[config.mk]
export PLATFORM = sky130hd
export DESIGN_NAME = fetch_unit
export DESIGN_NICKNAME = d
export VERILOG_FILES = /design/src/rtl/fetch_unit_pkg.sv /design/src/rtl/fetch_reuse_buf.sv /design/src/rtl/fetch_unit.sv
export SDC_FILE = /design/constraint.sdc
export NUM_CORES = 1
export LEC_CHECK = 0
export CAP_MARGIN = 20
export CELL_PAD_IN_SITES_DETAIL_PLACEMENT = 0
export CELL_PAD_IN_SITES_GLOBAL_PLACEMENT = 1
export CORE_ASPECT_RATIO = 0.75
export CORE_MARGIN = 2
export CORE_UTILIZATION = 31
export DETAILED_ROUTE_END_ITERATION = 6
export PLACE_DENSITY_LB_ADDON = 0.15
export RECOVER_POWER = 50
export SYNTH_ARGS = -nofsm -noshare
export SYNTH_HDL_FRONTEND = slang
export SYNTH_HIERARCHICAL = 1
export SYNTH_SLANG_ARGS = --single-unit
[constraint.sdc]
create_clock -name i_clk -period 2.22 [get_ports i_clk]
set_input_delay 0.333 -clock i_clk [delete_from_list [all_inputs] [get_ports i_clk]]
set_output_delay 0.333 -clock i_clk [all_outputs]
set_load 0.02 [all_outputs]
[src/rtl/fetch_unit_pkg.sv]
// Shared definitions for the instruction-fetch stage: FSM state type, reset PC and
// ibus field widths, plus the sequential-PC helper used for out_next_pc.
package fetch_unit_pkg;

    typedef enum logic [1:0] {
        F_IDLE,
        F_REQ,
        F_WAIT,
        F_DONE
    } fetch_state_t;

    localparam int unsigned IBUS_ADDR_W = 32;
    localparam int unsigned IBUS_DATA_W = 32;

    localparam logic [IBUS_ADDR_W-1:0] RESET_PC_DEFAULT = 32'hbfc0_0000;

    // PC that follows the fetched instruction; wraps modulo 2^32.
    function automatic logic [IBUS_ADDR_W-1:0] calc_next_pc(
        input logic                   delayed,
        input logic [IBUS_ADDR_W-1:0] delayed_pc,
        input logic [IBUS_ADDR_W-1:0] pc
    );
        return delayed ? delayed_pc : pc + 32'd4;
    endfunction

endpackage

[src/rtl/fetch_reuse_buf.sv]
// One-entry instruction reuse buffer {valid, pc, instr}: lookup, fill and flush.
// Only instantiated by fetch_unit when FETCH_REUSE_EN is defined.
module fetch_reuse_buf
    import fetch_unit_pkg::*;
(
    input  logic                   i_clk,
    input  logic                   i_reset,
    input  logic                   i_flush,
    input  logic                   i_fill,
    input  logic [IBUS_ADDR_W-1:0] i_fill_pc,
    input  logic [IBUS_DATA_W-1:0] i_fill_instr,
    input  logic [IBUS_ADDR_W-1:0] i_lookup_pc,
    output logic                   o_hit,
    output logic [IBUS_DATA_W-1:0] o_instr
);

    logic                   r_valid;
    logic [IBUS_ADDR_W-1:0] r_pc;
    logic [IBUS_DATA_W-1:0] r_instr;

    // Tag/data storage; a flush in the same cycle as a fill leaves the entry invalid.
    always_ff @(posedge i_clk) begin
        if (i_reset) begin
            r_valid <= 1'b0;
            r_pc    <= '0;
            r_instr <= '0;
        end else begin
            if (i_flush) begin
                r_valid <= 1'b0;
            end else if (i_fill) begin
                r_valid <= 1'b1;
            end
            if (i_fill) begin
                r_pc    <= i_fill_pc;
                r_instr <= i_fill_instr;
            end
        end
    end

    // A flush presented alongside a lookup suppresses the hit.
    always_comb begin
        o_hit   = r_valid && !i_flush && (r_pc == i_lookup_pc);
        o_instr = r_instr;
    end

endmodule

[src/rtl/fetch_unit.sv]
// Instruction-fetch stage: issues one ibus read per start pulse, returns the word, its PC,
// the following PC (branch delay slot aware) and an AdEL fault for misaligned PCs.
// Optional feature macro: FETCH_REUSE_EN (one-entry reuse buffer, skips the bus on a hit).
module fetch_unit
    import fetch_unit_pkg::*;
#(
    parameter logic [IBUS_ADDR_W-1:0] RESET_PC = RESET_PC_DEFAULT
) (
    input  logic                   i_clk,
    input  logic                   i_reset,
    input  logic                   i_start,
    input  logic [IBUS_ADDR_W-1:0] i_pc,
    input  logic                   i_delayed,
    input  logic [IBUS_ADDR_W-1:0] i_delayed_pc,
    input  logic                   i_flush,
    output logic                   o_ireq_valid,
    output logic [IBUS_ADDR_W-1:0] o_ireq_addr,
    input  logic                   i_iresp_addr_ok,
    input  logic                   i_iresp_data_ok,
    input  logic [IBUS_DATA_W-1:0] i_iresp_data,
    output logic                   o_done,
    output logic [IBUS_ADDR_W-1:0] o_out_pc,
    output logic [IBUS_DATA_W-1:0] o_out_instr,
    output logic [IBUS_ADDR_W-1:0] o_out_next_pc,
    output logic                   o_out_in_slot,
    output logic                   o_out_fault
);

    fetch_state_t r_state;
    fetch_state_t w_state_next;

    logic [IBUS_ADDR_W-1:0] r_pc;
    logic [IBUS_ADDR_W-1:0] r_delayed_pc;
    logic                   r_delayed;

    logic [IBUS_ADDR_W-1:0] r_out_pc;
    logic [IBUS_DATA_W-1:0] r_out_instr;
    logic [IBUS_ADDR_W-1:0] r_out_next_pc;
    logic                   r_out_in_slot;
    logic                   r_out_fault;

    logic                   w_latch;
    logic                   w_capture;
    logic                   w_load;
    logic                   w_hit;
    logic [IBUS_DATA_W-1:0] w_buf_instr;

    logic [IBUS_ADDR_W-1:0] w_ld_pc;
    logic [IBUS_DATA_W-1:0] w_ld_instr;
    logic [IBUS_ADDR_W-1:0] w_ld_next_pc;
    logic                   w_ld_slot;
    logic                   w_ld_fault;

`ifdef FETCH_REUSE_EN
    fetch_reuse_buf u_reuse_buf (
        .i_clk        (i_clk),
        .i_reset      (i_reset),
        .i_flush      (i_flush),
        .i_fill       (w_capture),
        .i_fill_pc    (r_pc),
        .i_fill_instr (i_iresp_data),
        .i_lookup_pc  (i_pc),
        .o_hit        (w_hit),
        .o_instr      (w_buf_instr)
    );
`else
    logic w_unused_flush;
    assign w_unused_flush = i_flush;
    assign w_hit          = 1'b0;
    assign w_buf_instr    = '0;
`endif

    // Next-state and output-load decode. The idle path loads straight from the inputs
    // (fault or reuse hit); the bus path loads from the latched request.
    always_comb begin
        w_state_next = r_state;
        w_latch      = 1'b0;
        w_capture    = 1'b0;
        w_load       = 1'b0;
        w_ld_pc      = r_pc;
        w_ld_instr   = i_iresp_data;
        w_ld_next_pc = calc_next_pc(r_delayed, r_delayed_pc, r_pc);
        w_ld_slot    = r_delayed;
        w_ld_fault   = 1'b0;
        case (r_state)
            F_IDLE: begin
                if (i_start) begin
                    w_latch      = 1'b1;
                    w_ld_pc      = i_pc;
                    w_ld_next_pc = calc_next_pc(i_delayed, i_delayed_pc, i_pc);
                    w_ld_slot    = i_delayed;
                    if (i_pc[1:0] != 2'b00) begin
                        w_state_next = F_DONE;
                        w_load       = 1'b1;
                        w_ld_fault   = 1'b1;
                        w_ld_instr   = '0;
                    end else if (w_hit) begin
                        w_state_next = F_DONE;
                        w_load       = 1'b1;
                        w_ld_instr   = w_buf_instr;
                    end else begin
                        w_state_next = F_REQ;
                    end
                end
            end
            F_REQ: begin
                if (i_iresp_addr_ok) begin
                    if (i_iresp_data_ok) begin
                        w_capture    = 1'b1;
                        w_load       = 1'b1;
                        w_state_next = F_DONE;
                    end else begin
                        w_state_next = F_WAIT;
                    end
                end
            end
            F_WAIT: begin
                if (i_iresp_data_ok) begin
                    w_capture    = 1'b1;
                    w_load       = 1'b1;
                    w_state_next = F_DONE;
                end
            end
            F_DONE: begin
                w_state_next = F_IDLE;
            end
            default: begin
                w_state_next = F_IDLE;
            end
        endcase
    end

    // FSM state register.
    always_ff @(posedge i_clk) begin
        if (i_reset) begin
            r_state <= F_IDLE;
        end else begin
            r_state <= w_state_next;
        end
    end

    // Request latch: captured on an accepted start, drives ireq_addr for the whole request.
    always_ff @(posedge i_clk) begin
        if (i_reset) begin
            r_pc         <= RESET_PC;
            r_delayed    <= 1'b0;
            r_delayed_pc <= '0;
        end else if (w_latch) begin
            r_pc         <= i_pc;
            r_delayed    <= i_delayed;
            r_delayed_pc <= i_delayed_pc;
        end
    end

    // Result registers: loaded on entry to F_DONE and held until the next completion.
    always_ff @(posedge i_clk) begin
        if (i_reset) begin
            r_out_pc      <= RESET_PC;
            r_out_instr   <= '0;
            r_out_next_pc <= RESET_PC + 32'd4;
            r_out_in_slot <= 1'b0;
            r_out_fault   <= 1'b0;
        end else if (w_load) begin
            r_out_pc      <= w_ld_pc;
            r_out_instr   <= w_ld_instr;
            r_out_next_pc <= w_ld_next_pc;
            r_out_in_slot <= w_ld_slot;
            r_out_fault   <= w_ld_fault;
        end
    end

    // Outputs; the request is masked during reset so it drops in the reset cycle itself.
    always_comb begin
        o_ireq_valid  = (r_state == F_REQ) && !i_reset;
        o_ireq_addr   = r_pc;
        o_done        = (r_state == F_DONE);
        o_out_pc      = r_out_pc;
        o_out_instr   = r_out_instr;
        o_out_next_pc = r_out_next_pc;
        o_out_in_slot = r_out_in_slot;
        o_out_fault   = r_out_fault;
    end

endmodule

==> reports/results.txt, run 1 <==
The flow ran to the end, and the final reports show no timing, DRC or antenna violations. The signed area change from the synthesized netlist to the final layout is 53.0%. In the routed layout, each cell is associated on average with a via count of 4.91. At the pin with the least slew margin, the transition time is 0.446 ns. After filler insertion, the fill cell instance count of the layout stands at 2490. The run gives 980 as the number of cells produced by synthesis.

The endpoint identified for the worst register-to-register timing path is o_out_next_pc[24]$_SDFFE_PP1P_. Of the total synthesized cell area, the portion taken by XOR and XNOR cells is 5.93%. During I/O placement, the number of pins put on the boundary was 235.

Of the total power, the clock network draws 25.0%. TritonCTS built the clock tree. Of all nets on the critical path, the largest fanout is 7.

The remaining antenna violation count came out at 0. The remaining routing DRC violations is 0, and the post-synthesis simple-gate area fraction is 23.0%. The critical path goes through ha_2 -> clkdlybuf4s50_1. Global routing used 20.9% of the available tracks. Measured along the x axis, the die boundary spans 188 um. The run gives 7409 as the number of global-route vias before repair. Once layout is complete, the utilization of the core stands at 48.1%. In this run the biggest area consumer among cell types represents 42.2% of the synthesized area. The post-route netlist has 12.4% of its cells at a drive strength greater than 1. The worst hold path begins at i_reset.

The power spent charging and discharging nets is 5.15 mW. The height of the die was 142 um. The run gives 28100 um as the wire length reported by the detailed router.

The logs give 0.588 mV for the maximum vdd ir drop and 0 for the count of pins over their slew limit. Unique cell type count in the Yosys netlist: 53. The sequential area share after synthesis is 42.2%. Summing the areas of all compound-gate instances in the mapped netlist gives 17.9% of the synthesized area. The number of antenna violations at the first check in global routing was 0. The logs give 0.13 ns for the worst-case register-to-register setup slack and 20800 um for the detailed-placement wirelength estimate.

The run gives 0 as the number of hold buffers added after CTS. STA puts the critical path data required time at 1.89 ns. In this run the worst hold path is classified as in2reg. Number of H-tree levels: 4. For the finished layout, the period the worst path requires is 2.16 ns. The floorplan step defined a die boundary enclosing 0.0266 mm^2.

CTS saw 165 sinks. The run gives 0.00330 mm^2 as the sequential cell area in the final layout. In the final design database the tool counted 1376 nets. In this run, CTS created clock tree buffers numbering 17. The post-route fraction of the period consumed by the critical path came out at 97.2%.

Among cell families on the critical path, the largest total delay comes from buffers and inverters. STA classifies the critical path startpoint as a flop. For the detailed-routing iteration count for the pre-antenna-repair pass, the log shows 5.

For this configuration, the core starts out at a cell density of 31.4%. STA puts the critical path data arrival time at 1.82 ns. In this run, synthesis inferred 0 flip-flops with an integrated enable. The tools report the combined area of the multi-input logic cells as 0.00424 mm^2.

The run gives 8.55 mW as the internal power consumption. The path with the worst hold slack has its endpoint at o_out_next_pc[3]$_SDFFE_PP0P_. The tools report the worst relative slew slack as 69.9%. The repair_antennas step left the layout with diodes totalling 0. The largest single stage delay on the critical path is 0.65 ns. Max-cap violations in this run came to 0.

The logs give 43300 um for the first-pass GRT wire length and 44.5% for the combinational cell fraction of total power. For the worst clock skew on the final layout, the log shows 0.0103 ns. Most common cell in the netlist: sky130_fd_sc_hd__dfxtp_1. The adder and majority gate portion of the synthesized area is 0.959%.

For this design, the slowest cell found on the critical path is sky130_fd_sc_hd__clkdlybuf4s50_1. The tools report the number of buffers between clock root and the deepest sink as 2. Clock tree synthesis selected as its root buffer the cell sky130_fd_sc_hd__clkbuf_16.

By area, the combinational part of the netlist is dominated by simple AND/OR/NAND/NOR gates. The total of flip-flops plus latches after synthesis came out at 165. After clock tree synthesis, the clock-pin slew on the worst setup and hold paths is 0.06 ns. Setup violations remaining at the end of the flow were counted as 0. After synthesis, the share of flip-flops with an asynchronous set or reset is 0%. The core region is 0.0249 mm^2. The count of buffers added on input and output ports is 233.

Entering global routing, the biggest net connects 87 pins. In the final routed layout, each cell accounts on average for 17.4 um. The floorplan has 50 rows. After synthesis, the most frequently instantiated cells are 165 x sky130_fd_sc_hd__dfxtp_1, 153 x sky130_fd_sc_hd__nand2_1, 103 x sky130_fd_sc_hd__nor2_1, 88 x sky130_fd_sc_hd__a21oi_1, 56 x sky130_fd_sc_hd__clkbuf_1. Number of instances on the worst hold path: 2. Counting every net in the synthesized netlist gives 1089. For this design the static power due to leakage is 4.70 nW.

For this run, the number of Yosys warnings is 6. Setup repair after global routing could not meet its margin everywhere. The initial DRC count came out at 659.

The multiplexer fraction of the synthesized cell area came out at 5.50%. For the hold violation count in the final report, the log shows 0. Overall power consumption after layout is estimated at 13.7 mW.

The worst register-to-register path has a depth of 8. Of the total power, registers draw 30.5%. The overflow left after global routing was 0; the synthesized area per cell was 7.99 um^2.

The worst-skew pair later-pin latency came out at 0.43 ns. The congestion estimate from routability-driven global placement came to 0.868. The top cell type by total area after synthesis was sky130_fd_sc_hd__dfxtp_1. Ranked by total cell area, the synthesized netlist is headed by sky130_fd_sc_hd__dfxtp_1 42%, sky130_fd_sc_hd__nand2_1 7.3%, sky130_fd_sc_hd__a21oi_1 5.6%. The buffering stage count on the worst path with inverters included was 1.

Among all flip-flop cells after synthesis, the most frequent one is sky130_fd_sc_hd__dfxtp_1. The overall via count from detail_route was 7939. The synthesized area is 0.00783 mm^2, and the power density normalized to cell area is 1140 mW/mm^2. Worst reg2reg path startpoint: o_ireq_addr[2]$_SDFFE_PP0P_.

Start-to-end type of the worst setup path: reg2out. Type of element capturing the critical path: a primary output. The switching share of power came out at 37.6%. Based on the critical path, the design can be clocked at up to 0.463 GHz.
## worst max path at each step
stage	start	end	cells past startpoint	slack, ns
floorplan	r_state[0]$_SDFFE_PP0P_	o_out_next_pc[23]$_SDFFE_PP1P_	10	0.003
global placement	i_pc[2]	o_out_next_pc[28]$_SDFFE_PP1P_	9	-0.54
detailed placement	i_pc[3]	o_out_next_pc[28]$_SDFFE_PP1P_	9	-0.55
CTS	r_state[1]$_SDFFE_PP0P_	o_ireq_valid	5	0.003
global route	o_ireq_addr[2]$_SDFFE_PP0P_	o_out_next_pc[20]$_SDFFE_PP0P_	7	-0.004
finish	r_state[1]$_SDFFE_PP0P_	o_done	2	0.06
## power groups by stage
| stage | registers (mW) | clock network, mW | logic (mW) |
|---|---|---|---|
| 5_1_grt | 4.29 | 3.64 | 6.64 |
| 3_3_place_gp | 4.26 | 0 | 6.31 |
| 3_5_place_dp | 4.27 | 0 | 6.31 |
| 2_1_floorplan | 5.00 | 0 | 2.64 |
| 6_report | 4.18 | 3.43 | 6.10 |
| 4_1_cts | 4.21 | 3.52 | 6.35 |
## cells in the final DEF, fill, tap and decap left out, types with 41 or more instances in the layout
master                            synthesis  routed
sky130_fd_sc_hd__nand2_1                153     152
sky130_fd_sc_hd__clkdlybuf4s50_1          0     126
sky130_fd_sc_hd__nand3_1                 54      54
sky130_fd_sc_hd__dfxtp_1                165     164
sky130_fd_sc_hd__a21oi_1                 88      87
sky130_fd_sc_hd__buf_4                    0      95
sky130_fd_sc_hd__a211oi_1                41      41
sky130_fd_sc_hd__dlygate4sd3_1            0      99
sky130_fd_sc_hd__mux2i_1                 43      43
sky130_fd_sc_hd__nor2_1                 103     103
## cells by family after synthesis
family	Yosys count
and+or+nand+nor	400
AOI/OAI and AO/OA	221
DFF	165
buffers and inverters	92
xor gates and xnor gates	53
muxes	43
adders and majority gates	6
## area by class of cell
class / count / share of cell area (%)
Timing Repair Buffer: 340 / 27.2
Clock inverter: 11 / 1.86
Clock buffer: 20 / 3.81
Inverter: 20 / 0.627
Sequential cell: 165 / 27.6
Tap cell: 338 / 3.53
Multi-Input combinational cell: 723 / 35.4
## flip-flops by register name, indices dropped and copies added, names as in the netlist
name           count
o_out_pc          32
r_state            2
o_out_instr       32
o_out_in_slot      1
r_delayed          1
r_delayed_pc      32
o_ireq_addr       32
o_out_next_pc     32
o_out_fault        1
## metrics by stage
stage | instance area [um^2] | setup TNS [ns] | hold WS (ns) | setup slack (ns) | instances
after floorplan | 7850 | 0 | 0.431 | 0.00320 | 980
after global placement | 11300 | -6.22 | 0.438 | -0.542 | 1587
after detailed placement | 11300 | -6.64 | 0.443 | -0.555 | 1587
after CTS | 12000 | 0 | 0.273 | 0.00339 | 1618
after global routing | 12000 | -0.00404 | 0.287 | -0.00404 | 1617
final | 12000 | 0 | 0.281 | 0.0622 | 1617
## what timing repair did
action,4_1_cts,5_1_grt
gates resized for setup,7,10
endpoints found under the setup margin,5,12
pin swaps,3,8
buffers inserted,0,0
## routing by layer
layer | track usage, % | up-vias | part of all wire, %
met3 | 5.42 | 17 | 6.6
met2 | 30.0 | 233 | 41
li1 | - | 4002 | -
met4 | 4.64 | 0 | 1.0
met5 | 0 | - | 0
met1 | 31.2 | 3687 | 51
Note: power is estimated with default switching activity, not from simulation.
==> run 2, diff against run 1 <==
--- a/config.mk
+++ b/config.mk
@@ -10,8 +10,9 @@
 export CELL_PAD_IN_SITES_GLOBAL_PLACEMENT = 1
 export CORE_ASPECT_RATIO = 0.75
 export CORE_MARGIN = 2
-export CORE_UTILIZATION = 31
+export CORE_UTILIZATION = 37
 export DETAILED_ROUTE_END_ITERATION = 6
+export GPL_TIMING_DRIVEN = 0
 export PLACE_DENSITY_LB_ADDON = 0.15
 export RECOVER_POWER = 50
 export SYNTH_ARGS = -nofsm -noshare
==> constraint.sdc (replaced) <==
create_clock -name i_clk -period 2.6 [get_ports i_clk]
set_input_delay 0.39 -clock i_clk [delete_from_list [all_inputs] [get_ports i_clk]]
set_output_delay 0.39 -clock i_clk [all_outputs]
set_load 0.02 [all_outputs]
==> run 2 against run 1 <==
Against the previous run:
- largest cell class unchanged
- sequential power fell by 14%
- setup slack improved by 0.0059 ns
- hold slack improved by 0.16 ns
- core utilization rose by 5.2 points
- clock power fell by 30%
- register-to-register slack improved by 0.05 ns
- design area fell by 6.8%
- first-iteration DRC count rose by 8.8%
- sequential share of layout area rose by 2.0 points
- die area fell by 16%
- cell count fell by 5.5%
- wire length rose by 8.2%
==> reports/results.txt, run 2 (same netlist as run 1, synthesis figures left out) <==
Data on the critical path is required at its endpoint by 2.21 ns. The worst hold path was traced through 2 stages. The total global routing track utilization was 27.0%. In this run the worst hold path is classified as reg2reg. The final total power came out at 11.1 mW.

The run finished with clean final reports. Counting the buffers created by CTS gives 17. The tree is rooted in a sky130_fd_sc_hd__clkbuf_16. Leaving out fill and tap cells, the most frequent cell in the layout is sky130_fd_sc_hd__dfxtp_1. Clock tree synthesis found a total of 165 sinks. For the worst relative slew slack, the log shows 39.1%. Mean routed wirelength per cell: 19.9 um. After legalization and detailed placement, the total HPWL measured 22800 um. Input and output buffers added on the ports amount to 231. Broken down by cell family, the worst path's largest delay share belongs to buffers and inverters.

The tools report the number of antenna violations at the first check in global routing as 1. Relative to the synthesized area, the layout overhead comes to 42.6%. The number of buffers and inverters on the critical path is 4.

The count of pins over their slew limit is 0, and the sequential cell area in the final layout is 0.00330 mm^2. The worst reg2reg path startpoint was o_ireq_addr[2]$_SDFFE_PP0P_. Number of global-route vias before repair: 7442. TritonCTS built the clock tree.

The overflow left after global routing came out at 0. The tools report the combined area of the multi-input logic cells as 0.00424 mm^2. Counting tap cells, the placed design contains a total of 1499 instances.

The pin count of the biggest net entering global routing was 17; the initial DRC count was 717. The tools report the wire length reported by the detailed router as 30400 um. The number of fillers in the final layout is 2052, and the cell area reported after detailed placement is 0.0105 mm^2. The count of placed standard cells in the final layout, fillers left out is 1528. The remaining routing DRC violations was 0. The clock reaches the later pin of the worst-skew pair after 0.43 ns.

Across the run, the number of max-cap violations was 0. The run gives 0 as the remaining antenna violation count. Routability-driven placement finished with a final weighted congestion of 0.872. In this run the critical register-to-register path is captured at o_out_next_pc[19]$_SDFFE_PP0P_. The first global-routing pass estimated 45100 um of wire. The sink of the worst hold path was o_out_instr[29]$_SDFFE_PP0P_. With fillers left out, the area of the finished cells amounts to 0.0112 mm^2. In this run the core area contains 46 standard-cell rows.

The maximum frequency from static timing analysis is 0.395 GHz. For this block, the via count after detailed routing is 8094. Final setup slack of the worst path: 0.0681 ns. Start-to-end type of the worst setup path: in2out. 0 antenna diodes ended up in the layout. The critical path goes through clkdlybuf4s15_1 -> buf_2 -> clkbuf_4 -> nor2_1 -> clkdlybuf4s50_1. Across the routed clock network, the largest skew measured is 0.00960 ns. The region available for standard cell placement spans 0.0210 mm^2.

Leaving out fill and tap cells, the most frequent cells in the layout are 165 x sky130_fd_sc_hd__dfxtp_1, 153 x sky130_fd_sc_hd__nand2_1, 130 x sky130_fd_sc_hd__dlygate4sd3_1. Dividing the final minimum period by the clock period gives 97.4%. The largest stage delay on the critical path was 0.62 ns; the proportion of layout cells with a drive suffix above 1 was 6.53%. Measured along the x axis, the die boundary spans 172 um. The worst-case register-to-register setup slack was 0.18 ns. The arrival time at the worst endpoint is 2.14 ns.

The reported leakage power is 4.24 nW. The die area was 0.0224 mm^2; the number of cells on the worst reg-to-reg path was 6. At the pin with the least slew margin, the transition time is 0.913 ns.

Measured along the y axis, the die boundary spans 130 um. Once the floorplan was initialized, standard cells occupied 37.4% of the core. In this run the worst path has a maximum fanout of 11. For this design the top-level I/O count stands at 235. Setup repair after global routing left no endpoint under its margin. The first TritonRoute pass finished after 5 iterations. Power density normalized to cell area: 991 mW/mm^2.

Clock-pin slew was measured on the worst setup and hold paths at 0.07 ns. IR analysis of the VDD net gives a maximum drop of 0.430 mV. The H-tree was split into 4 levels. OpenSTA, run right after detailed placement, puts the worst setup slack at -1.07 ns. The routed design could run at a clock period as short as 2.53 ns.

On the critical path, the stage with the largest delay is an instance of sky130_fd_sc_hd__clkdlybuf4s50_1. The element type at the critical path start was an input port. Using the TritonRoute via totals, the vias-per-cell ratio works out to 5.30. No sink is reached through more buffers than the 2 on the longest clock path. For the final net count, the log shows 1338. The tools report the origin of the worst min-delay path as o_out_instr[29]$_SDFFE_PP0P_. For the hold violation count in the final report, the log shows 0. The number of hold buffers added after CTS was 0. STA classifies the critical path endpoint as a primary output.

Setup violations remaining at the end of the flow were counted as 0.
## run 2: final cells by class
cell class	instances	area share (%)
clock buffers	18	3.93
repair buffers	235	21.0
well taps	288	3.23
inverters	20	0.672
multi-input cells	723	38.0
flip-flops and latches	165	29.6
plain buffers	67	2.73
clock inverters	12	0.874
## run 2: per-layer routing
metal,global-route usage [%],vias to the layer above,part of all wire (%)
met2,38.0,344,40
li1,-,3934,-
met5,0,-,0
met3,6.64,26,8.3
met1,41.6,3790,50
met4,5.19,0,1.3
## run 2: worst max path at each step
stage                                     end  cells past startpoint  slack [ns]                     from
2_1_floorplan    o_out_instr[10]$_SDFFE_PP0P_                     11        0.30  r_state[1]$_SDFFE_PP0P_
6_report                         o_ireq_valid                      5        0.07                  i_reset
4_1_cts        o_out_next_pc[29]$_SDFFE_PP1P_                      7       0.004                  i_pc[7]
3_5_place_dp        o_out_pc[12]$_SDFFE_PP0P_                      8       -1.07                  i_start
5_1_grt        o_out_next_pc[31]$_SDFFE_PP1P_                      8      0.0008                 i_pc[10]
3_3_place_gp        o_out_pc[12]$_SDFFE_PP0P_                      8       -1.17                  i_start
## run 2: worst reg2reg max path, cell delays in order, from the launching register on
cell and delay (ns):
sky130_fd_sc_hd__dfxtp_1 0.46, sky130_fd_sc_hd__nand4_1 0.41, sky130_fd_sc_hd__nor3_2 0.60, sky130_fd_sc_hd__nand3_1 0.17, sky130_fd_sc_hd__xor2_1 0.26, sky130_fd_sc_hd__a21oi_1 0.10, sky130_fd_sc_hd__o31a_1 0.29
## run 2: repair_timing
| action | CTS | global route |
|---|---|---|
| pin swaps | 0 | 3 |
| hold endpoints to repair | 0 | 0 |
| cloned | 0 | 0 |
| setup buffers | 1 | 3 |
| setup endpoints to repair | 131 | 125 |
| resized for setup | 34 | 21 |
## run 2: where the power goes
group / switching [mW] / total, mW / internal (mW)
clock network: 1.14 / 2.39 / 1.25
registers: 0.418 / 3.61 / 3.19
logic: 3.14 / 5.07 / 1.93
total: 4.70 / 11.1 / 6.37
## run 2: stage by stage
stage               util (%)  hold slack, ns  setup TNS, ns
finish                  53.3           0.446              0
global route            53.3           0.461              0
CTS                     53.0           0.452              0
detailed placement      50.1           0.442         -83.26
global placement        50.1           0.438         -85.28
floorplan                  -           0.431              0
